### src/rtl/uart_status_framer.sv
// Telemetry framer: snapshots NUM_CH labelled values and streams them
// as an ASCII terminal frame over a valid/ready byte port.
module uart_status_framer #(
  parameter int NUM_CH      = 4,
  parameter int VAL_W       = 26,
  parameter int DIGITS      = 8,
  parameter int LABEL_LEN   = 4,
  parameter int CLEAR_EVERY = 1024
) (
  input  logic                          clk,
  input  logic                          rst,
  input  logic                          run,
  input  logic [NUM_CH*LABEL_LEN*8-1:0] labels,
  input  logic [NUM_CH*VAL_W-1:0]       values,
  output logic [7:0]                    byte_data,
  output logic                          byte_valid,
  input  logic                          byte_ready,
  output logic                          busy,
  output logic                          frame_done
);

  localparam int CW = (NUM_CH > 1) ? $clog2(NUM_CH) : 1;
  localparam int NW = $clog2(VAL_W + 1);
  localparam int FW = (CLEAR_EVERY > 1) ? $clog2(CLEAR_EVERY) : 1;
  localparam int BW = 4 * DIGITS;

  function automatic logic [63:0] pow10(input int n);
    logic [63:0] r;
    r = 64'd1;
    for (int i = 0; i < n; i++) r = r * 64'd10;
    return r;
  endfunction

  localparam logic [63:0] MAXV = pow10(DIGITS) - 64'd1;

  typedef enum logic [2:0] {
    S_IDLE, S_HDR, S_CONV, S_LABEL,
    S_SEP, S_DIGIT, S_EOL, S_DONE
  } state_t;

  state_t state, state_n;

  logic [7:0]                    idx;
  logic [CW-1:0]                 ch;
  logic [NW-1:0]                 cnt;
  logic [VAL_W-1:0]              bin;
  logic [BW-1:0]                 bcd, bcd_adj;
  logic                          ovf;
  logic [FW-1:0]                 frame_cnt;
  logic [NUM_CH*LABEL_LEN*8-1:0] snap_lab;
  logic [NUM_CH*VAL_W-1:0]       snap_val;
  logic                          clr;
  logic                          last;

  assign clr = (frame_cnt == '0);

  always_comb begin
    bcd_adj = bcd;
    for (int d = 0; d < DIGITS; d++) begin
      if (bcd[d*4 +: 4] >= 4'd5)
        bcd_adj[d*4 +: 4] = bcd[d*4 +: 4] + 4'd3;
    end
  end

  always_ff @(posedge clk) begin
    if (rst) state <= S_IDLE;
    else     state <= state_n;
  end

  always_comb begin
    state_n    = state;
    byte_valid = 1'b0;
    byte_data  = 8'd0;
    busy       = 1'b1;
    frame_done = 1'b0;
    last       = 1'b0;
    unique case (state)
      S_IDLE: begin
        busy = 1'b0;
        if (run) state_n = S_HDR;
      end
      S_HDR: begin
        byte_valid = 1'b1;
        unique case (idx)
          8'd0, 8'd3: byte_data = 8'd27;
          8'd1, 8'd4: byte_data = 8'd91;
          8'd2:       byte_data = 8'd72;
          default:    byte_data = 8'd74;
        endcase
        last = (idx == (clr ? 8'd5 : 8'd2));
        if (byte_ready && last) state_n = S_CONV;
      end
      S_CONV: begin
        if (cnt == NW'(VAL_W)) state_n = S_LABEL;
      end
      S_LABEL: begin
        byte_valid = 1'b1;
        byte_data  = snap_lab[7:0];
        last       = (idx == 8'(LABEL_LEN - 1));
        if (byte_ready && last) state_n = S_SEP;
      end
      S_SEP: begin
        byte_valid = 1'b1;
        byte_data  = (idx == 8'd0) ? 8'd58 : 8'd32;
        last       = (idx == 8'd1);
        if (byte_ready && last) state_n = S_DIGIT;
      end
      S_DIGIT: begin
        byte_valid = 1'b1;
        byte_data  = ovf ? 8'd35 : {4'h3, bcd[BW-1 -: 4]};
        last       = (idx == 8'(DIGITS - 1));
        if (byte_ready && last) state_n = S_EOL;
      end
      S_EOL: begin
        byte_valid = 1'b1;
        byte_data  = (idx == 8'd0) ? 8'd13 : 8'd10;
        last       = (idx == 8'd1);
        if (byte_ready && last)
          state_n = (ch == CW'(NUM_CH - 1)) ? S_DONE : S_CONV;
      end
      S_DONE: begin
        busy       = 1'b0;
        frame_done = 1'b1;
        state_n    = S_IDLE;
      end
      default: state_n = S_IDLE;
    endcase
  end

  // Labels, values and digits are consumed in order, so shift them out
  always_ff @(posedge clk) begin
    if (rst) begin
      idx       <= '0;
      ch        <= '0;
      cnt       <= '0;
      bin       <= '0;
      bcd       <= '0;
      ovf       <= 1'b0;
      frame_cnt <= '0;
      snap_lab  <= '0;
      snap_val  <= '0;
    end else begin
      if (state != state_n)              idx <= '0;
      else if (byte_valid && byte_ready) idx <= idx + 8'd1;
      case (state)
        S_IDLE: begin
          if (run) begin
            snap_lab <= labels;
            snap_val <= values;
            ch       <= '0;
          end
        end
        S_CONV: begin
          if (cnt == '0) begin
            bin      <= snap_val[VAL_W-1:0];
            bcd      <= '0;
            ovf      <= (64'(snap_val[VAL_W-1:0]) > MAXV);
            snap_val <= snap_val >> VAL_W;
          end else begin
            {bcd, bin} <= {bcd_adj, bin} << 1;
          end
          cnt <= (cnt == NW'(VAL_W)) ? '0 : cnt + 1'b1;
        end
        S_LABEL: if (byte_ready) snap_lab <= snap_lab >> 8;
        S_DIGIT: if (byte_ready) bcd <= bcd << 4;
        S_EOL:   if (byte_ready && last) ch <= ch + 1'b1;
        S_DONE: begin
          if (frame_cnt == FW'(CLEAR_EVERY - 1)) frame_cnt <= '0;
          else                                   frame_cnt <= frame_cnt + 1'b1;
        end
        default: ;
      endcase
    end
  end

endmodule
### config.mk
export PLATFORM = sky130hd
export DESIGN_NAME = uart_status_framer
export DESIGN_NICKNAME = d
export VERILOG_FILES = /design/src/rtl/uart_status_framer.sv
export SDC_FILE = /design/constraint.sdc
export NUM_CORES = 1
export LEC_CHECK = 0
export CORE_MARGIN = 5
export CORE_UTILIZATION = 58
export CTS_CLUSTER_DIAMETER = 40
export DETAILED_ROUTE_END_ITERATION = 8
export PLACE_DENSITY = 0.95
export SYNTH_ARGS = -nofsm -noshare
export SYNTH_HDL_FRONTEND = slang
export SYNTH_SLANG_ARGS = --single-unit
export TNS_END_PERCENT = 5
### constraint.sdc
create_clock -name clk -period 5.8 [get_ports clk]
set_input_delay 0.87 -clock clk [delete_from_list [all_inputs] [get_ports clk]]
set_output_delay 0.87 -clock clk [all_outputs]
set_load 0.005 [all_outputs]
==> results.md, run 1 <==
CTS:
- The H-tree generated during clock tree synthesis spans 2 levels.
- The CTS tree is built.
- The cell sitting at the root of the clock tree is a clkbuf_16.
- The number of gates resized after cts is 0.
- The longest clock path from root to sink contains 3 buffers.
- The number of CTS-inserted buffers is 41.
- The CTS sink count is 318.
- The clock input transition at the sequential cells of the worst setup and hold paths is 0.05 ns.
- At the later pin of the worst-skew pair, clock insertion delay measures 0.54 ns.
- After clock tree synthesis, the setup repair step added 0 buffers.
- Buffers inserted to repair hold after CTS numbered 0.

Placed design:
- Timing analysis after detailed placement gives a worst setup slack of 1.84 ns.
- Including well taps, the total number of placed cells is 2258.
- The congestion estimate from routability-driven global placement came to 0.907.
- Port buffering added 246 buffers.
- After legalization and detailed placement, the total HPWL measured 26.6 mm.

Critical path:
- The maximum single-stage delay on the critical path is 0.88 ns.
- The number of buffer and inverter instances along the worst setup path is 1.
- The critical path goes through and3b_1, a22oi_1, o2111ai_1, clkdlybuf4s50_1.
- The kind of capture point of the worst setup path is an output pin.
- The master of the slowest instance on the critical path is and3b_1.
- The highest net fanout along the worst path is 24.
- Data on the critical path is required at its endpoint by 4.93 ns.
- By startpoint and endpoint, the worst setup path is classified as reg2out.
- On the critical path the largest part of the delay comes from simple AND/OR/NAND/NOR gates.
- The startpoint kind of the worst setup timing path is a flop.
- The data arrival time at the worst-slack endpoint is 3.16 ns.

Synthesis:
- Summing the areas of all compound-gate instances in the mapped netlist gives 20.2% of the synthesized area.
- Summing the areas of all fa, ha and maj instances in the mapped netlist gives 2.21% of the synthesized area.
- The post-synthesis share of cell area spent on xor and xnor gates is 2.08%.
- In this run the cell area of the synthesized design comes to 14700 sq um.
- When the netlist entered floorplanning its net count stood at 2089.
- The count of warnings emitted by yosys is 0.
- The fraction of registers with async set or reset after synthesis is 0%.
- The most numerous cell in the Yosys netlist is nand2_1.
- The synthesized design devotes to its leading area cell type 43.2% of total area.
- By area, the combinational part of the netlist is dominated by simple AND/OR/NAND/NOR gates.
- In the post-synthesis netlist, the biggest area contributors are dfxtp_1 (43%), nand2_1 (12%), a311oi_1 (11%).
- By count the netlist is led by nand2_1 (460), dfxtp_1 (318), nor2_1 (317).
- The most instantiated flip-flop cell in the synthesis netlist is dfxtp_1.
- The largest total area in the synthesized netlist belongs to dfxtp_1.
- The number of flops mapped to enable cells by yosys is 0.
- Dividing the synthesized area by the synthesized cell count gives 8.07 sq um.
- Measured against the total synthesized area, the mux share comes to 2.56%.
- In this run, synthesis produced a sequential element count of 318.
- The synthesized netlist contains 62 unique library cells.
- After technology mapping, the gate count stands at 1827.
- The sequential area share after synthesis is 43.2%.
- The synthesized netlist devotes 23.9% of its cell area to simple gates.

Layout:
- The layout-stage area growth over the synthesis result is 24.5%.
- The number of fillers in the final layout is 1691.
- The final net count is 2233.
- The ratio of cells with drive above 1 in the final layout is 6.04%.
- After the flow finishes, the layout carries non-filler instances totaling 2335.

STA:
- The normalized max-slew margin is 21.9%.
- The number of endpoints with negative hold slack in the final report was 0.
- The final-report setup violation count is 0.
- At the pin with the least slew margin, the transition time is 1.17 ns.
- After layout, the minimum clock period comes to 4.03 ns.
- The portion of the clock cycle consumed by the worst path in the final layout is 69.5%.
- Setup repair after global routing left no endpoint under its margin.
- In the post-route analysis, the smallest setup slack over all paths is 1.77 ns.
- The count of final max-slew check failures is 0.
- Static timing analysis puts the maximum clock frequency at 248 MHz.
- Adding up every negative setup slack in the final design gives 0 ns.
- Across the routed clock network, the largest skew measured is 0.0318 ns.

Global routing:
- Entering global routing, the biggest net connects 160 pins.
- For this run, global-route usage on met1 was measured as 34.0%.
- For met3 alone, demand over resource in global routing was 4.71%.
- For met2 alone, demand over resource in global routing was 45.1%.
- The first-pass GRT wire length is 65.5 mm.
- The number of global-route vias before repair came to 13400.
- The number of antenna violations at the first check in global routing came to 2.
- After global routing, the most crowded layer is met2.
- The combined global-route utilization of all metal layers is 27.0%.
- For this run the aggregate overflow at the end of global routing stands at 0.

Floorplan:
- The row count is 58.
- The overall die width is 169 microns.
- The floorplan step defined a die boundary enclosing 28700 sq um.
- The I/O pin count is 247.
- Once the floorplan was initialized, standard cells occupied 58.7% of the core.
- The total core area is 25100 sq um.
- The die boundary height is 169 microns.

Worst hold path:
- The classification of the worst-slack hold path is reg2reg.

Outcome:
- The flow ran to the end, and the final reports show no timing, DRC or antenna violations.

Flow run:
- The count of max-cap constraint violations is 0.

Drt:
- For this block, the via count after detailed routing is 14100.
- The violation count after the first detailed-routing iteration is 1668.
- In this run the remaining antenna-violating nets after routing total 0.
- After detailed routing, the number of remaining DRC violations is 0.
- The first detailed-routing pass took 6 iterations.
- The average routed wire per standard cell is 17.6 microns.
- After detailed routing, the number of vias per cell comes to 6.05.
- Wires add up to 41.2 mm.

Power and ir drop:
- Across the VDD grid, the largest voltage drop is 222 uV.
- The analysis attributes to cell leakage a power of 7.03 nW.
- For this design the ratio of total power to cell area is 299 nW/um^2.
## layout by cell type (no fill, tap or decap), types with 6 or more instances in the layout
master	n
xnor2_1	16
nand2_1	459
clkdlybuf4s50_1	245
nand4_1	16
inv_6	6
a221oi_1	7
mux2i_1	31
clkbuf_16	41
a31oi_1	7
nand2b_1	9
a311oi_1	186
and3_1	8
o21ai_0	18
xor2_1	19
a22oi_1	38
buf_4	12
a222oi_1	6
a311oi_2	13
a21oi_1	21
ha_1	26
clkbuf_1	7
dfxtp_1	318
a211oi_1	33
o21ai_1	6
nand3_1	15
nor3_1	9
inv_1	26
nor2_1	317
mux2_2	6
## cell families after synthesis
| group | Yosys count |
|---|---|
| mux | 37 |
| xor+xnor | 35 |
| compound gates | 360 |
| simple gates | 866 |
| fa+ha+maj | 26 |
| flops | 318 |
| buf+inv | 185 |
## worst reg2reg max path, stage by stage (launching register included)
cell	delay, ns
dfxtp_1	0.83
and2_4	0.31
and2_4	0.54
a21o_4	0.74
buf_12	0.55
nor2_1	0.23
a311oi_2	0.32
## final cells by class
type / count / area [sq um] / area share [%]
inverters: 27 / 101 / 0.552
well taps: 330 / 413 / 2.25
repair buffers: 259 / 2580 / 14.0
clock inverters: 25 / 298 / 1.62
diodes: 3 / 7.51 / 0.0409
multi-input cells: 1324 / 7540 / 41.0
flip-flops and latches: 318 / 6370 / 34.7
clock buffers: 49 / 1070 / 5.80
## path summary, 6_finish.rpt
path                 start  slack, ns  cells after the start      endpoint
hold / removal      bin[0]       0.46                      2        bin[0]
hold reg to reg     bin[0]       0.46                      2        bin[0]
setup reg to reg  state[0]       2.16                      6  snap_lab[55]
setup / recovery  state[0]       1.77                      4  byte_data[1]
## power breakdown
group / leakage (nW) / internal [mW] / total (mW) / switching (mW)
registers: 2.61 / 2.32 / 2.41 / 0.0831
clock network: 0.657 / 1.52 / 2.52 / 1.01
logic: 3.76 / 0.285 / 0.558 / 0.273
total: 7.03 / 4.13 / 5.49 / 1.36
## registers in the layout (all words and copies together) (netlist names)
| signal | count |
|---|---|
| bin | 26 |
| state | 3 |
| bcd | 32 |
| frame_cnt | 10 |
| cnt | 5 |
| ch | 2 |
| snap_val | 104 |
| idx | 8 |
| snap_lab | 128 |
## through the flow
| step | hold WS [ns] | power (mW) | util (%) | instance area [sq um] |
|---|---|---|---|---|
| floorplan | 0.431 | 2.75 | - | 14700 |
| global placement | 0.440 | 2.96 | 67.7 | 17000 |
| detailed placement | 0.451 | 2.99 | 67.7 | 17000 |
| CTS | 0.458 | 5.50 | 73.1 | 18400 |
| global route | 0.481 | 5.67 | 73.1 | 18400 |
| finish | 0.457 | 5.49 | 73.2 | 18400 |
## per-layer routing
layer | up-vias | part of all wire [%]
li1 | 6706 | -
met1 | 6593 | 40
met2 | 691 | 48
met3 | 138 | 7.9
met4 | 0 | 4.4
met5 | - | 0
(Power assumes the default switching activity.)
==> inputs of run 2 (changes only) <==
--- a/config.mk
+++ b/config.mk
@@ -6,10 +6,10 @@
 export NUM_CORES = 1
 export LEC_CHECK = 0
 export CORE_MARGIN = 5
-export CORE_UTILIZATION = 58
+export CORE_UTILIZATION = 48
 export CTS_CLUSTER_DIAMETER = 40
 export DETAILED_ROUTE_END_ITERATION = 8
-export PLACE_DENSITY = 0.95
+export PLACE_DENSITY = 0.86
 export SYNTH_ARGS = -nofsm -noshare
 export SYNTH_HDL_FRONTEND = slang
 export SYNTH_SLANG_ARGS = --single-unit
==> constraint.sdc (replaced) <==
create_clock -name clk -period 3.4 [get_ports clk]
set_input_delay 0.51 -clock clk [delete_from_list [all_inputs] [get_ports clk]]
set_output_delay 0.51 -clock clk [all_outputs]
set_load 0.005 [all_outputs]
==> run 2 against run 1 <==
Final area rose by 1.9%. Sequential share of layout area shrank 0.64 points. Setup slack lost 1.6 ns. Register-to-register slack got worse by 1.6 ns. Hold slack got worse by 0.056 ns. Clock power is 76% higher. First-iteration DRC count shrank 20%. Combinational power is 72% higher. Critical endpoint unchanged. Highest routed layer is now met5.
==> results.md, run 2 (synthesized netlist as in run 1, its figures left out) <==
Outcome:
- The flow ran to the end, and the final reports show no timing, DRC or antenna violations.

Critical path:
- The setup slack of the worst register-to-register path is 0.59 ns (-1.57 ns).
- The highest net fanout along the worst path is 23 (-4.2%).
- The kind of capture point of the worst setup path is an output pin.
- The cell count of the worst reg-to-reg path came to 5 (-1).
- The origin of the worst setup path is state[0].
- The required time of the critical path came to 2.89 ns (-2.04 ns).
- The slowest stage of the critical path belongs to the cell dfxtp_1.
- The maximum single-stage delay on the critical path is 0.86 ns (-0.02 ns).
- The critical path is of the reg2out type.
- The worst setup path is launched from a flop.
- The endpoint identified for the worst register-to-register timing path is snap_val[88].
- The data arrival time at the worst-slack endpoint is 2.73 ns (-0.43 ns).
- Walking the worst path, the cells encountered are and2_4, and2_4, a22oi_1, o2111ai_1, clkdlybuf4s50_1.
- The startpoint identified for the worst register-to-register timing path is state[0].
- The cell repeated most along the worst path is and2_4.

STA:
- The highest clock frequency the design can meet is 309 MHz.
- The worst-margin pin slew is 1.22 ns (+0.0473 ns).
- Dividing the final minimum period by the clock period gives 95.2%.
- The number of endpoints with negative hold slack in the final report is 0 (unchanged).
- The normalized max-slew margin came to 18.7% (-3.2 points).
- The final-report setup violation count is 0 (unchanged).
- The post-layout worst setup margin was 0.163 ns (-1.61 ns).
- The total negative setup slack was 0 ns (unchanged).
- The final period demand of the worst path is 3.24 ns.
- The setup skew after layout was 0.0254 ns (-0.00635 ns).
- The worst slack on hold paths is 0.401 ns (-0.0557 ns).
- The count of final max-slew check failures is 0 (unchanged).
- Setup repair after global routing left no endpoint under its margin.

Floorplan:
- The I/O pin count is 247 (unchanged).
- The total core area is 30400 sq um (+21%).
- The die boundary height is 185 microns (+9.3%).
- The row count came to 64 (+10%).
- The total die area is 34300 sq um (+20%).
- The overall die width came to 185 microns (+9.3%).
- The starting density of the core is 48.5% (-10 points).

Power and ir drop:
- The combinational power share is 10.1% (about the same).
- The switching power total is 2.32 mW (+70%).
- The switching share of power was 24.4% (-0.42 points).
- The total power was 9.50 mW (+73%).
- The cell area power density is 508 nW/um^2 (+70%).
- The standby leakage power is 7.17 nW (+1.9%).
- The sequential share of power is 43.2% (-0.6 points).
- The total internal power came to 7.18 mW (+74%).
- The part of the total power dissipated in the clock network is 46.7% (+0.7 points).
- The peak supply drop is 414 uV (+87%).

Layout:
- The sequential standard cell area is 6370 sq um (about the same).
- The final cell utilization of the core is 61.5% (-12 points).
- The area of the multi-input gates is 7540 sq um (about the same).
- The largest registers in the layout are snap_lab x128, snap_val x104, bcd x32.
- The non-filler instance count after layout came to 2419 (+3.6%).
- The leading cell type in the layout, fill and taps excluded is nand2_1.
- The number of flip-flops in the largest register is 128 (unchanged).
- The number of fillers in the final layout is 2551 (+51%).
- The ratio of cells with drive above 1 in the final layout came to 7.08% (+1.0 points).
- The final net count came to 2248 (+0.67%).
- The post-route cell area is 18700 sq um (+1.9%).
- The top cell types in the final layout, fill and taps aside, are nand2_1 (459), nor2_1 (317), dfxtp_1 (316), clkdlybuf4s50_1 (245), a311oi_1 (186).
- The layout-stage area growth over the synthesis result is 26.9%.
- The register bank with the most flops is snap_lab.

Global routing:
- The first-pass GRT wire length is 67.0 mm (+2.3%).
- The combined global-route utilization of all metal layers is 23.2% (-3.8 points).
- The number of global-route vias before repair is 13500 (+0.68%).
- The total global routing overflow came to 0 (unchanged).
- The number of antenna violations at the first check in global routing is 5 (+3).
- The largest net degree at the start of global routing came to 131 (-18%).

Drt:
- The average vias per placed instance was 5.82 (-3.8%).
- The remaining number of nets flagged by the antenna check after routing came to 0 (unchanged).
- The violation count after the first detailed-routing iteration came to 1335 (-20%).
- The total number of vias is 14100 (-0.35%).
- The detailed-routing iteration count for the pre-antenna-repair pass is 6 (unchanged).
- The average routed wire per standard cell is 17.4 microns (-1.5%).
- The post-detailed-routing wire length is 42.0 mm (+2.1%).
- The remaining routing DRC violations is 0 (unchanged).

Worst hold path:
- The critical hold path startpoint is rst.
- The worst hold path terminates at bcd[1].
- The min-delay analysis places its worst path in the category in2reg.
- The hold path depth is 2 (unchanged).

CTS:
- The number of CTS-inserted buffers is 42 (+2.4%).
- The CTS H-tree depth is 2 (unchanged).
- The number of buffers between clock root and the deepest sink was 3 (unchanged).
- The CTS sink count was 318 (unchanged).
- The clock input transition at the sequential cells of the worst setup and hold paths is 0.06 ns (about the same).
- The clock latency reported for the late side of the worst-skew pair is 0.54 ns (about the same).
- TritonCTS built the clock tree.
- The cell at the root of the clock tree is clkbuf_16.
- The number of buffers added to fix hold violations after cts is 0 (unchanged).

Placed design:
- The total of buffers placed on input and output ports came to 246 (unchanged).
- The count of placed standard cells including taps is 2338 (+3.5%).
- The setup slack at placement came to 0.549 ns (-1.29 ns).
- The cell area reported after detailed placement is 17300 sq um (+1.6%).
- The final weighted congestion of routability-driven global placement is 0.867 (-4.4%).
- The HPWL after detailed placement is 28.3 mm (+6.5%).

Flow run:
- The count of max-cap constraint violations is 0 (unchanged).
==> run 2: worst max-delay path by stage <==
stage               cells after the start  slack [ns]           end
floorplan                               7        1.39  byte_data[0]
detailed placement                      6        0.55  byte_data[0]
finish                                  5        0.16  byte_data[1]
global placement                        6        0.50  byte_data[0]
CTS                                     8        0.11  byte_data[0]
global route                            7        0.04  byte_data[0]
==> run 2: critical path: cells and delay by family, from the launching register on <==
family / cells / cell delay, ns
AO/OA/AOI/OAI: 2 / 0.27
flip-flops: 1 / 0.86
buffers and inverters: 1 / 0.55
AND/OR/NAND/NOR: 2 / 0.51
==> run 2: cell type report <==
| class | instances | share of cell area (%) |
|---|---|---|
| Antenna cell | 4 | 0.0535 |
| Clock buffer | 55 | 6.36 |
| Clock inverter | 22 | 1.29 |
| Inverter | 27 | 0.541 |
| Multi-Input combinational cell | 1324 | 40.3 |
| Sequential cell | 318 | 34.0 |
| Tap cell | 396 | 2.65 |
| Timing Repair Buffer | 273 | 14.8 |
==> run 2: per-layer routing <==
layer  GRT usage (%)  routed length, microns  up-vias
met5               0                      34        -
met4            8.22                    1190        4
met3            4.85                    3330      105
met2            37.3                   19900      601
met1            30.9                   17600     6626
li1                -                       -     6743
==> run 2: power groups by stage <==
stage	clock network [mW]	registers (mW)	logic, mW
after floorplan	0	4.12	0.560
after global placement	0	4.17	0.921
after detailed placement	0	4.18	0.948
after CTS	4.51	4.10	0.956
after global routing	4.69	4.13	1.05
final	4.44	4.11	0.957
==> run 2: repair_timing <==
action	CTS	global route
cloned	0	0
setup buffers	0	0
gates resized for setup	1	1
endpoints found under the hold margin	0	0
endpoints found under the setup margin	1	1
==> inputs of run 3 (changes only) <==
--- a/config.mk
+++ b/config.mk
@@ -9,7 +9,9 @@
 export CORE_UTILIZATION = 48
 export CTS_CLUSTER_DIAMETER = 40
 export DETAILED_ROUTE_END_ITERATION = 8
+export GPL_ROUTABILITY_DRIVEN = 0
 export PLACE_DENSITY = 0.86
+export SETUP_SLACK_MARGIN = 0.5
 export SYNTH_ARGS = -nofsm -noshare
 export SYNTH_HDL_FRONTEND = slang
 export SYNTH_SLANG_ARGS = --single-unit
==> run 3 against run 2 <==
Wire length down 0.31%. Power down 0.85%. Non-clock buffer count down 1. Clock skew down 0.0011 ns. Critical path type unchanged. Largest cell class unchanged. Largest power group unchanged.
==> results.md, run 3 (synthesized netlist as in run 1, its figures left out) <==
CTS:
- The number of buffers between clock root and the deepest sink is 3 (unchanged).
- The cell at the root of the clock tree is clkbuf_16.
- The CTS sink count is 318 (unchanged).
- The clock latency reported for the late side of the worst-skew pair was 0.54 ns (about the same).
- The number of CTS-inserted buffers is 42 (unchanged).
- The clock input transition at the sequential cells of the worst setup and hold paths is 0.05 ns (about the same).
- The CTS H-tree depth came to 2 (unchanged).
- The CTS tree is built.

Power and ir drop:
- The peak supply drop came to 293 uV (-29%).
- The cell area power density was 503 nW/um^2 (-0.94%).
- The standby leakage power is 7.19 nW (+0.27%).
- The total power was 9.42 mW (-0.85%).

Critical path:
- The required time of the critical path is 2.89 ns (about the same).
- The critical path in this run is classified as reg2out.
- STA classifies the critical path startpoint as a flop.
- The setup slack of the worst register-to-register path is 0.88 ns (+0.29 ns).
- The highest net fanout along the worst path is 9 (-61%).
- The worst setup path is captured at an output pin.
- The data arrival time at the worst-slack endpoint is 2.47 ns (-0.26 ns).

Drt:
- The average routed wire per standard cell came to 17.3 microns (-0.27%).
- The post-detailed-routing wire length was 41.9 mm (-0.31%).
- The total number of vias is 14000 (-0.84%).
- The average vias per placed instance is 5.77 (-0.80%).
- The remaining number of nets flagged by the antenna check after routing is 0 (unchanged).
- The routed length on met2 came to 19.7 mm (-0.72%).
- The violation count after the first detailed-routing iteration is 1281 (-4.0%).
- The sum of routed wire segments on met1 came to 17.4 mm (-0.99%).
- The detailed-routing iteration count for the pre-antenna-repair pass is 5 (-1).
- The remaining routing DRC violations is 0 (unchanged).
- The length of routed met3 wiring is 3.21 mm (-3.7%).
- The uppermost metal layer occupied by signal nets is met5.

Layout:
- Leaving out fill and tap cells, the most frequent cell in the layout is nand2_1.
- The area of the multi-input gates is 7560 sq um (+0.25%).
- The largest registers in the layout are snap_lab x128, snap_val x104, bcd x32.
- The sequential standard cell area is 6370 sq um (about the same).
- The layout-stage area growth over the synthesis result is 27.0% (about the same).
- The top cell types in the final layout, fill and taps aside, are nand2_1 (459), nor2_1 (317), dfxtp_1 (315), clkdlybuf4s50_1 (243), a311oi_1 (186).
- The ratio of cells with drive above 1 in the final layout is 7.05% (-0.036 points).
- The final net count came to 2247 (-0.044%).
- The non-filler instance count after layout is 2418 (-0.041%).
- The number of fillers in the final layout was 2491 (-2.4%).
- Ranked by flip-flop count, first place goes to snap_lab.
- The number of flip-flops in the largest register came to 128 (unchanged).

Global routing:
- The combined global-route utilization of all metal layers is 23.0% (-0.14 points).
- The first-pass GRT wire length is 66.2 mm (-1.2%).
- The number of antenna violations at the first check in global routing came to 6 (+1).
- The largest net degree at the start of global routing is 138 (+5.3%).
- The total global routing overflow is 0 (unchanged).
- The number of global-route vias before repair was 13400 (-0.31%).

STA:
- The setup skew after layout came to 0.0243 ns (-0.00107 ns).
- The worst-margin pin slew is 1.21 ns (-0.00435 ns).
- The highest clock frequency the design can meet came to 336 MHz (+8.7%).
- The total negative setup slack is 0 ns (unchanged).
- The final-report setup violation count is 0 (unchanged).
- The final period demand of the worst path is 2.98 ns (-0.260 ns).
- The normalized max-slew margin came to 19.0% (+0.29 points).
- The post-layout worst setup margin is 0.424 ns (+0.260 ns).
- Setup repair after global routing could not meet its margin everywhere.
- The number of endpoints with negative hold slack in the final report is 0 (unchanged).
- The count of final max-slew check failures came to 0 (unchanged).
- The portion of the clock cycle consumed by the worst path in the final layout is 87.5% (-7.7 points).

Flow run:
- The count of max-cap constraint violations is 0 (unchanged).

Placed design:
- The HPWL after detailed placement was 27.6 mm (-2.6%).
- The setup slack at placement was 0.520 ns (-0.0287 ns).
- The count of placed standard cells including taps is 2334 (-0.17%).
- The total of buffers placed on input and output ports was 246 (unchanged).

Floorplan:
- The total core area came to 30400 sq um (unchanged).
- The die boundary height came to 185 microns (unchanged).
- The total die area is 34300 sq um (unchanged).
- The row count is 64 (unchanged).
- The starting density of the core is 48.5% (unchanged).
- The I/O pin count is 247 (unchanged).
- The overall die width came to 185 microns (unchanged).

Outcome:
- The flow ran to the end, and the final reports show no timing, DRC or antenna violations.

Worst hold path:
- The min-delay analysis places its worst path in the category reg2reg.
run 3: cell types whose count changed in the layout (fill, tap and decap cells not counted), sizes merged:
cell,previous run,this run
diode,4,7
clkbuf,55,53
clkinv,8,10
dlygate4sd2,0,1
inv,33,34
dlymetal6s2s,0,1
buf,28,27
clkdlybuf4s50,245,243
clkinvlp,5,1
run 3: power by group:
group          internal, mW  switching [mW]
Combinational         0.503           0.464
Clock                  2.67            1.68
Sequential             3.96           0.138
run 3: critical path, stage by stage, from the launching register on:
cell	delay (ns)
dfxtp_2	0.43
inv_1	0.13
ha_1	0.28
o2111ai_2	0.22
o21ai_1	0.11
a221o_1	0.30
clkdlybuf4s50_1	0.47
run 3: per-stage QoR:
stage          area (sq um)  hold WS (ns)  util, %
2_1_floorplan         14700         0.431        -
3_3_place_gp          17300         0.439     56.8
3_5_place_dp          17300         0.454     56.8
4_1_cts               18700         0.461     61.4
5_1_grt               18700         0.489     61.5
6_report              18700         0.460     61.6
run 3: repair_timing:
action / in CTS / in global routing
hold buffers: 0 / 0
setup endpoints to repair: 9 / 6
buffers inserted: 0 / 3
pin swaps: 0 / 1
resized for setup: 8 / 4
cloned: 0 / 0
run 3: final timing paths:
path	cells past startpoint	start	to
max	6	idx[0]	byte_data[0]
max reg2reg	7	cnt[0]	snap_val[93]
min reg2reg	2	bin[0]	bin[0]
min	2	bin[0]	bin[0]
run 3: final cells by class:
class                           instances  share of cell area, %
Antenna cell                            7                 0.0935
Clock buffer                           53                   6.20
Clock inverter                         21                   1.26
Inverter                               27                  0.541
Multi-Input combinational cell       1324                   40.3
Sequential cell                       318                   34.0
Tap cell                              396                   2.64
Timing Repair Buffer                  272                   14.9
run 3: layer usage:
layer,vias up,global-route usage (%)
met4,4,9.34
met3,113,5.05
met1,6536,29.6
met2,549,37.8
li1,6759,-
met5,-,0
